**src/rtl/sram_bus_controller_pkg.sv**
```systemverilog
// Shared types for the SRAM bus controller: controller state encoding and word-width helper.
package sram_bus_controller_pkg;

    typedef enum logic [1:0] {
        ST_IDLE      = 2'd0,
        ST_READ_WAIT = 2'd1,
        ST_ACK       = 2'd2,
        ST_CLEAR     = 2'd3
    } state_t;

    function automatic int word_size(input int byte_count);
        return 8 * byte_count;
    endfunction

endpackage

```
**src/rtl/sram_clear_engine.sv**
```systemverilog
// Address walker for the memory clear: steps one word per cycle while running and
// flags the final word so the controller can leave CLEAR.
module sram_clear_engine #(
    parameter int ADDRESS_SIZE = 9
) (
    input  logic                    clk,
    input  logic                    rst,
    input  logic                    run,
    output logic [ADDRESS_SIZE-1:0] addr,
    output logic                    last
);

    // Natural wrap after the top word leaves the counter at 0 for the next clear.
    always_ff @(posedge clk or posedge rst) begin
        if (rst)
            addr <= '0;
        else if (run)
            addr <= addr + ADDRESS_SIZE'(1);
    end

    assign last = &addr;

endmodule

```
**src/rtl/sram_bus_controller.sv**
```systemverilog
// Wishbone-classic slave driving the primary RW port of one SRAM bank, with a
// built-in engine that zeroes the whole bank after reset and on request.
module sram_bus_controller
    import sram_bus_controller_pkg::*;
#(
    parameter int  BYTE_COUNT     = 4,
    parameter int  ADDRESS_SIZE   = 9,
    parameter int  BUS_ADDR_SIZE  = 24,
    parameter int  CLEAR_ON_RESET = 1,
    localparam int WORD_SIZE      = word_size(BYTE_COUNT)
) (
    input  logic                     clk,
    input  logic                     rst,
    input  logic                     wb_cyc_i,
    input  logic                     wb_stb_i,
    input  logic                     wb_we_i,
    input  logic [BYTE_COUNT-1:0]    wb_sel_i,
    input  logic [BUS_ADDR_SIZE-1:0] wb_adr_i,
    input  logic [WORD_SIZE-1:0]     wb_data_i,
    output logic                     wb_ack_o,
    output logic [WORD_SIZE-1:0]     wb_data_o,
    input  logic                     clearStart,
    output logic                     busy,
    output logic                     sramSelect,
    output logic                     sramWriteEnable,
    output logic [BYTE_COUNT-1:0]    sramWriteMask,
    output logic [ADDRESS_SIZE-1:0]  sramAddress,
    output logic [WORD_SIZE-1:0]     sramDataWrite,
    input  logic [WORD_SIZE-1:0]     sramDataRead
);

    state_t                  state, state_next;
    logic                    clear_pending;
    logic                    read_hit;
    logic                    clear_run;
    logic                    clear_last;
    logic [ADDRESS_SIZE-1:0] clear_addr;
    logic                    valid;
    logic                    in_range;
    logic                    hit;
    logic                    unused_adr;

    assign unused_adr = ^wb_adr_i[1:0];

    if (BUS_ADDR_SIZE > ADDRESS_SIZE + 2) begin : g_hi
        assign in_range = ~|wb_adr_i[BUS_ADDR_SIZE-1:ADDRESS_SIZE+2];
    end else begin : g_nohi
        assign in_range = 1'b1;
    end

    assign valid    = wb_cyc_i & wb_stb_i & ~wb_ack_o;
    // Out-of-range addresses and empty writes complete on the bus but never touch the SRAM.
    assign hit      = in_range & (~wb_we_i | (|wb_sel_i));
    assign wb_ack_o = (state == ST_ACK);
    assign busy     = (state == ST_CLEAR);

    sram_clear_engine #(
        .ADDRESS_SIZE(ADDRESS_SIZE)
    ) u_clear (
        .clk (clk),
        .rst (rst),
        .run (clear_run),
        .addr(clear_addr),
        .last(clear_last)
    );

    always_ff @(posedge clk or posedge rst) begin
        if (rst)
            state <= (CLEAR_ON_RESET != 0) ? ST_CLEAR : ST_IDLE;
        else
            state <= state_next;
    end

    always_comb begin
        state_next      = state;
        clear_run       = 1'b0;
        sramSelect      = 1'b0;
        sramWriteEnable = 1'b0;
        sramWriteMask   = '0;
        sramAddress     = '0;
        sramDataWrite   = '0;
        case (state)
            ST_IDLE: begin
                if (valid) begin
                    sramSelect      = hit;
                    sramWriteEnable = wb_we_i;
                    sramWriteMask   = wb_sel_i;
                    sramAddress     = wb_adr_i[ADDRESS_SIZE+1:2];
                    sramDataWrite   = wb_data_i;
                    state_next      = wb_we_i ? ST_ACK : ST_READ_WAIT;
                end else if (clearStart) begin
                    state_next = ST_CLEAR;
                end
            end
            ST_READ_WAIT: state_next = ST_ACK;
            ST_ACK:       state_next = (clear_pending | clearStart) ? ST_CLEAR : ST_IDLE;
            ST_CLEAR: begin
                clear_run       = 1'b1;
                sramSelect      = 1'b1;
                sramWriteEnable = 1'b1;
                sramWriteMask   = '1;
                sramAddress     = clear_addr;
                if (clear_last)
                    state_next = ST_IDLE;
            end
            default: state_next = ST_IDLE;
        endcase
        // The SRAM pins are combinational, so hold them quiet while reset is applied.
        if (rst) begin
            clear_run       = 1'b0;
            sramSelect      = 1'b0;
            sramWriteEnable = 1'b0;
            sramWriteMask   = '0;
            sramAddress     = '0;
            sramDataWrite   = '0;
        end
    end

    always_ff @(posedge clk or posedge rst) begin
        if (rst) begin
            clear_pending <= 1'b0;
            read_hit      <= 1'b0;
            wb_data_o     <= '0;
        end else begin
            if (state == ST_ACK)
                clear_pending <= 1'b0;
            else if (clearStart && (state == ST_READ_WAIT || (state == ST_IDLE && valid)))
                clear_pending <= 1'b1;
            if (state == ST_IDLE && valid && !wb_we_i)
                read_hit <= hit;
            if (state == ST_READ_WAIT)
                wb_data_o <= read_hit ? sramDataRead : '0;
        end
    end

endmodule

```
**config.mk**
```make
export PLATFORM = sky130hd
export DESIGN_NAME = sram_bus_controller
export DESIGN_NICKNAME = d
export VERILOG_FILES = /design/src/rtl/sram_bus_controller_pkg.sv /design/src/rtl/sram_clear_engine.sv /design/src/rtl/sram_bus_controller.sv
export SDC_FILE = /design/constraint.sdc
export NUM_CORES = 1
export LEC_CHECK = 0
export ABC_CLOCK_PERIOD_IN_PS = 5530
export BUFFER_PORTS_ARGS = -buffer_cell sky130_fd_sc_hd__buf_2
export CORE_MARGIN = 2
export CORE_UTILIZATION = 44
export DETAILED_ROUTE_END_ITERATION = 8
export PLACE_DENSITY = 0.86
export SYNTH_ARGS = -nofsm -noshare
export SYNTH_HDL_FRONTEND = slang
export SYNTH_HIERARCHICAL = 1
export SYNTH_SLANG_ARGS = --single-unit
```
**constraint.sdc**
```tcl
create_clock -name clk -period 5.53 [get_ports clk]
set_input_delay 0.2765 -clock clk [delete_from_list [all_inputs] [get_ports clk]]
set_output_delay 0.2765 -clock clk [all_outputs]
set_load 0.02 [all_outputs]
```
# After elaboration in Yosys (flattened, before gate mapping)
# Cells that the tools add are included.
# word_totals
inputBits	98
elab_cells	56
regBits	45
# classes
eq_ne	5
n_addsub	1
bitwise	7
n_reduce_logical	12
mux	26
# op_table
operator	n
2-to-1 mux 32 bit	4
2-to-1 mux 9 bit	2
one-hot mux 9 bit (2 select lines)	1
OR reduction 13 bit	1
2-to-1 mux 2 bit	5
adder 9 x 1 -> 9 bit (second input constant)	1
AND reduction 9 bit	1
2-to-1 mux 1 bit	8
2-to-1 mux 4 bit	2
one-hot mux 2 bit (4 select lines)	1
one-hot mux 4 bit (2 select lines)	1
equality test 2 bit (second input constant)	2
one-hot mux 1 bit (2 select lines)	2
OR reduction 4 bit	1
AND 1 bit	3
logical AND 1 bit	3
!= test 3 bit (second input constant)	1
equality test 2 x 1 -> 1 bit (second input constant)	1
logical NOT 1 bit	2
logical NOT 2 bit	1
!= test 2 x 1 -> 1 bit (second input constant)	1
inverter 1 bit	2
OR 1 bit	2
AND reduction 2 bit	1
2 further kinds	2

# Logic depth before layout (Yosys ltp)
# logic_depth
depth_word	8
mapped_depth	7

# Modules after synthesis
# Netlist, hierarchy kept.
# by_module_without_submodules
module	area_per_inst_um2	cells_per_inst	seq_area_each_um2	n_inst
sram_bus_controller	2014.4	249	903.4	1
sram_clear_engine	407.9	33	225.2	1

# Worst setup path before layout
# Ideal clock, no wire load.
# synth_timing
path_kind	input port to output port
from	input rst
to	output sramDataWrite[22]
arrival_ps	2017
t_required_ps	5253
cell_stages	3
setup_slack_ps	3237
path_cell_list	inv_1 -> clkbuf_1 -> and3_1
# synth_via
elab_chain_cells	1
# synth_rtl
item	line_no	rtl
from (decl)	sram_bus_controller.sv:13	input logic rst,
2-to-1 mux 32 bit	sram_bus_controller.sv:109	if (rst) begin
to (decl)	sram_bus_controller.sv:28	output logic [WORD_SIZE-1:0] sramDataWrite,
# No other way between the ends.

# Final worst setup path
# layout_timing
from	register state[0]
to	output sramAddress[3]
# layout_via
elab_chain_cells	6
word_cells_on_any_way	8
# layout_rtl
item	line_no	rtl
from (decl)	sram_bus_controller.sv:32	state_t state, state_next;
from (signal assigned)	sram_bus_controller.sv:69	state <= (CLEAR_ON_RESET != 0) ? ST_CLEAR : ST_IDLE;
from (signal assigned)	sram_bus_controller.sv:71	state <= state_next;
equality test 2 bit	sram_bus_controller.sv:54	assign wb_ack_o = (state == ST_ACK);
inverter 1 bit	sram_bus_controller.sv:51	assign valid = wb_cyc_i & wb_stb_i & ~wb_ack_o;
AND 1 bit	sram_bus_controller.sv:51	
2-to-1 mux 9 bit	sram_bus_controller.sv:84	if (valid) begin
one-hot mux 9 bit (2 select lines) (*)	sram_bus_controller.sv:82	case (state)
2-to-1 mux 9 bit (*)	sram_bus_controller.sv:109	
to (decl)	sram_bus_controller.sv:27	output logic [ADDRESS_SIZE-1:0] sramAddress,
# Mark *: on every way between the ends. The rest lies on a longest branch, timed or not.

==> qor.txt <==
Required time reported for the critical path endpoint -> 5.25 ns
Number of DRC markers in iteration 0 -> 134
Met2 Wirelength -> 3620 um
Instance count of the mapped netlist -> 282
PD cells -> 233 nW/um^2
Htree depth -> 2
Timing startpoint of the critical path -> state[0]$_DFFE_PP1P_
Part of the total power dissipated in combinational logic -> 0.190
CTS buffer count -> 5
Num ports -> 179
Aggregate negative setup slack -> 0 ns
Peak fanout along the critical path -> 47
Number of distinct library cells after synthesis -> 35
Mean Syn Cell Area -> 8.59 sq um
Post-synth top area share -> 0.444
Internal Pwr Total -> 567 uW
Wire length on met3 -> 397 um
Largest net degree at the start of global routing -> 69
Setup repair after global routing missed its margin -> false
Max-slew violation count -> 0
Site Rows -> 27
Die Span X -> 78.2 um
Vias per std cell -> 4.87
Number of cells after detailed placement -> 512
Wire length of the first global-routing pass -> 10800 um
Area enclosed by the die boundary -> 6110 sq um
Insertion delay of the later-clocked pin in the worst-skew pair -> 0.30 ns
Count of buffers from port buffering -> 176
Total iterations of the first detailed-routing run -> 4
Switch share -> 0.291
Slew Limit Headroom -> 0.124
Height of the die -> 78.2 um
FF-to-FF setup slack -> 3.00 ns
Estimated wirelength of the detail-placed design -> 5240 um
Worst setup SP type -> register
Clock Skew -> 0.0138 ns
Placeable Area -> 5410 sq um
Arrival time at the worst endpoint -> 2.90 ns
Maximum number of buffers from clock root to sink -> 2
Layout Cells excl Fill -> 521
Seq cells post-synth -> 45
Beginning of the worst register-to-register path -> state[0]$_DFFE_PP1P_
Kind of path behind the tightest hold check -> primary input to register
Post-layout min period -> 3.18 ns
Part of the cycle the worst path needs -> 0.575
Most common cell after layout, fill and taps aside -> sky130_fd_sc_hd__buf_2
Fraction of layout cells with a size suffix above 1 -> 0.423
Leading cell types in the layout, fill and taps excluded -> 176 x sky130_fd_sc_hd__buf_2, 43 x sky130_fd_sc_hd__dfrtp_1, 40 x sky130_fd_sc_hd__inv_1
Leading register cell type out of synthesis -> sky130_fd_sc_hd__dfrtp_1
Critical path class -> register to output port
# diodes -> 0
Post-route met1 wirelength -> 2800 um
Fmax -> 0.315 GHz
Worst-case hold slack -> 0.178 ns
Total global routing track utilization -> 0.220
Slew at the pin closest to its max-slew limit -> 1.31 ns
Via count of the first global-routing pass -> 2344
Max-cap viol count -> 0
Number of clock sinks seen by CTS -> 45
Net count after synthesis -> 387
Top layer used by detailed routing -> met4
Part of the total power dissipated in the clock network -> 0.322
Root buf cell -> sky130_fd_sc_hd__clkbuf_8
Average wire length per cell after detail routing -> 13.2 um
Final global-route overflow total -> 0
Gpl congestion -> 0.819
Final-report hold violation count -> 0
Leakage power figure -> 2.03 nW
CTS tree -> yes
Post-cts resize count -> 0
Largest cells by area after synthesis -> sky130_fd_sc_hd__dfrtp_1 44%, sky130_fd_sc_hd__and3_1 8.3%, sky130_fd_sc_hd__o21ai_0 6.4%
Seq/Total Area, Yosys -> 0.466
Effective utilization at floorplan -> 0.448
DRC violations left -> 0
Antenna violations before repair -> 0
Count of vias placed by the detailed router -> 2537
Launch instance of the worst min-delay path -> sramDataRead[31]
Layout net count -> 553
Area growth, synth to finish -> 41.5%
Cell Area, Synth -> 2420 sq um
Antenna Violating Nets Remaining -> 0
Net switching power figure -> 232 uW
Status -> completed
Clock-pin slew on the worst setup and hold paths -> 0.10 ns
Category of the worst setup path capture point -> output port
Yosys Warn Count -> 6
Largest voltage drop on the vdd net -> 0.000157 V
Cell type contributing the most total cell area after synthesis -> sky130_fd_sc_hd__dfrtp_1
Total wirelength of the detailed-routed design -> 6890 um
# setup viols final -> 0
FFs w/ async S/R, synth -> 1.00
Sequential power share -> 0.488
Count of flip-flops with a built-in enable after synthesis -> 0
==> stage by stage <==
stage / util / setup WS [ns] / cell area (sq um) / total power, mW
6_report: 0.634 / 2.35 / 3430 / 0.799
5_1_grt: 0.634 / 2.14 / 3430 / 0.843
3_5_place_dp: 0.611 / 2.70 / 3300 / 0.546
3_3_place_gp: 0.611 / 2.79 / 3300 / 0.538
4_1_cts: 0.634 / 2.36 / 3430 / 0.804
2_1_floorplan: - / 3.24 / 2420 / 0.479
==> power groups by stage <==
stage	logic [mW]	clock network, mW	registers (mW)
floorplan	0.0932	0	0.386
global placement	0.145	0	0.393
detailed placement	0.150	0	0.396
CTS	0.151	0.264	0.389
global route	0.167	0.281	0.395
finish	0.152	0.257	0.390
==> cells in the mapped netlist (2+ instances only) <==
cell type                   instances
sky130_fd_sc_hd__ha_1               7
sky130_fd_sc_hd__mux2_1             2
sky130_fd_sc_hd__o2bb2ai_1          2
sky130_fd_sc_hd__o21ai_0           31
sky130_fd_sc_hd__clkbuf_1           8
sky130_fd_sc_hd__o21ai_1            4
sky130_fd_sc_hd__nor2_1            20
sky130_fd_sc_hd__nand2_1           35
sky130_fd_sc_hd__xor2_1             4
sky130_fd_sc_hd__dfstp_2            2
sky130_fd_sc_hd__nand4b_1           2
sky130_fd_sc_hd__and3_1            32
sky130_fd_sc_hd__inv_1             41
sky130_fd_sc_hd__a22oi_1            9
sky130_fd_sc_hd__xnor2_1            3
sky130_fd_sc_hd__buf_2              8
sky130_fd_sc_hd__nor4_1             3
sky130_fd_sc_hd__buf_6              2
sky130_fd_sc_hd__nand4_1            3
sky130_fd_sc_hd__a21oi_1            6
sky130_fd_sc_hd__mux2i_1            2
sky130_fd_sc_hd__dfrtp_1           43
==> flip-flops by register name, summed over array words and instances (netlist names) <==
register	flops
state	2
read_hit	1
clear_pending	1
u_clear/addr	9
wb_data_o	32
==> kinds of logic (layout without fill, tap and decap cells) <==
logic type      count (synthesis)  after routing  share of synthesized area
compound gates                 56             56                      0.133
xor+xnor                        7              7                     0.0253
fa+ha+maj                       7              7                     0.0362
buf+inv                        60            227                      0.105
flops                          45             45                      0.466
mux                             4              4                     0.0176
simple gates                  103            103                      0.217
==> final timing paths <==
check	cells after the start	endpoint
max	6	sramAddress[3]
min	3	wb_data_o[31]$_DFFE_PP0P_
min in group asynchronous	3	u_clear/addr[8]$_DFFE_PP0P_
min reg2reg	2	read_hit$_DFFE_PP0P_
max in group asynchronous	3	wb_data_o[4]$_DFFE_PP0P_
max reg2reg	5	clear_pending$_DFFE_PP0P_
==> repair_timing <==
action | in CTS | in global routing
buffers inserted | 0 | 0
endpoints found under the hold margin | 9 | 0
hold buffers | 1 | 0
==> cell type report <==
cell class                      instances  area [sq um]
Fill cell                             476          1980
Sequential cell                        45          1130
Multi-Input combinational cell        177          1040
Timing Repair Buffer                  178           898
Inverter                               41           154
Tap cell                               72          90.1
Clock buffer                            5          68.8
Clock inverter                          3          48.8
==> critical path: stages, from the launching register on <==
cell and delay, ns:
sky130_fd_sc_hd__dfstp_2 0.56, sky130_fd_sc_hd__inv_1 0.09, sky130_fd_sc_hd__ha_1 0.27, sky130_fd_sc_hd__and4b_1 1.16, sky130_fd_sc_hd__a22oi_1 0.18, sky130_fd_sc_hd__nor2_1 0.15, sky130_fd_sc_hd__buf_2 0.18
==> metal layers <==
metal,vias to the layer above,global-route usage
met5,-,0
met4,0,0.0509
met3,6,0.0425
met2,100,0.403
met1,1169,0.265
li1,1262,-
Power figures use the tool's default switching activity.
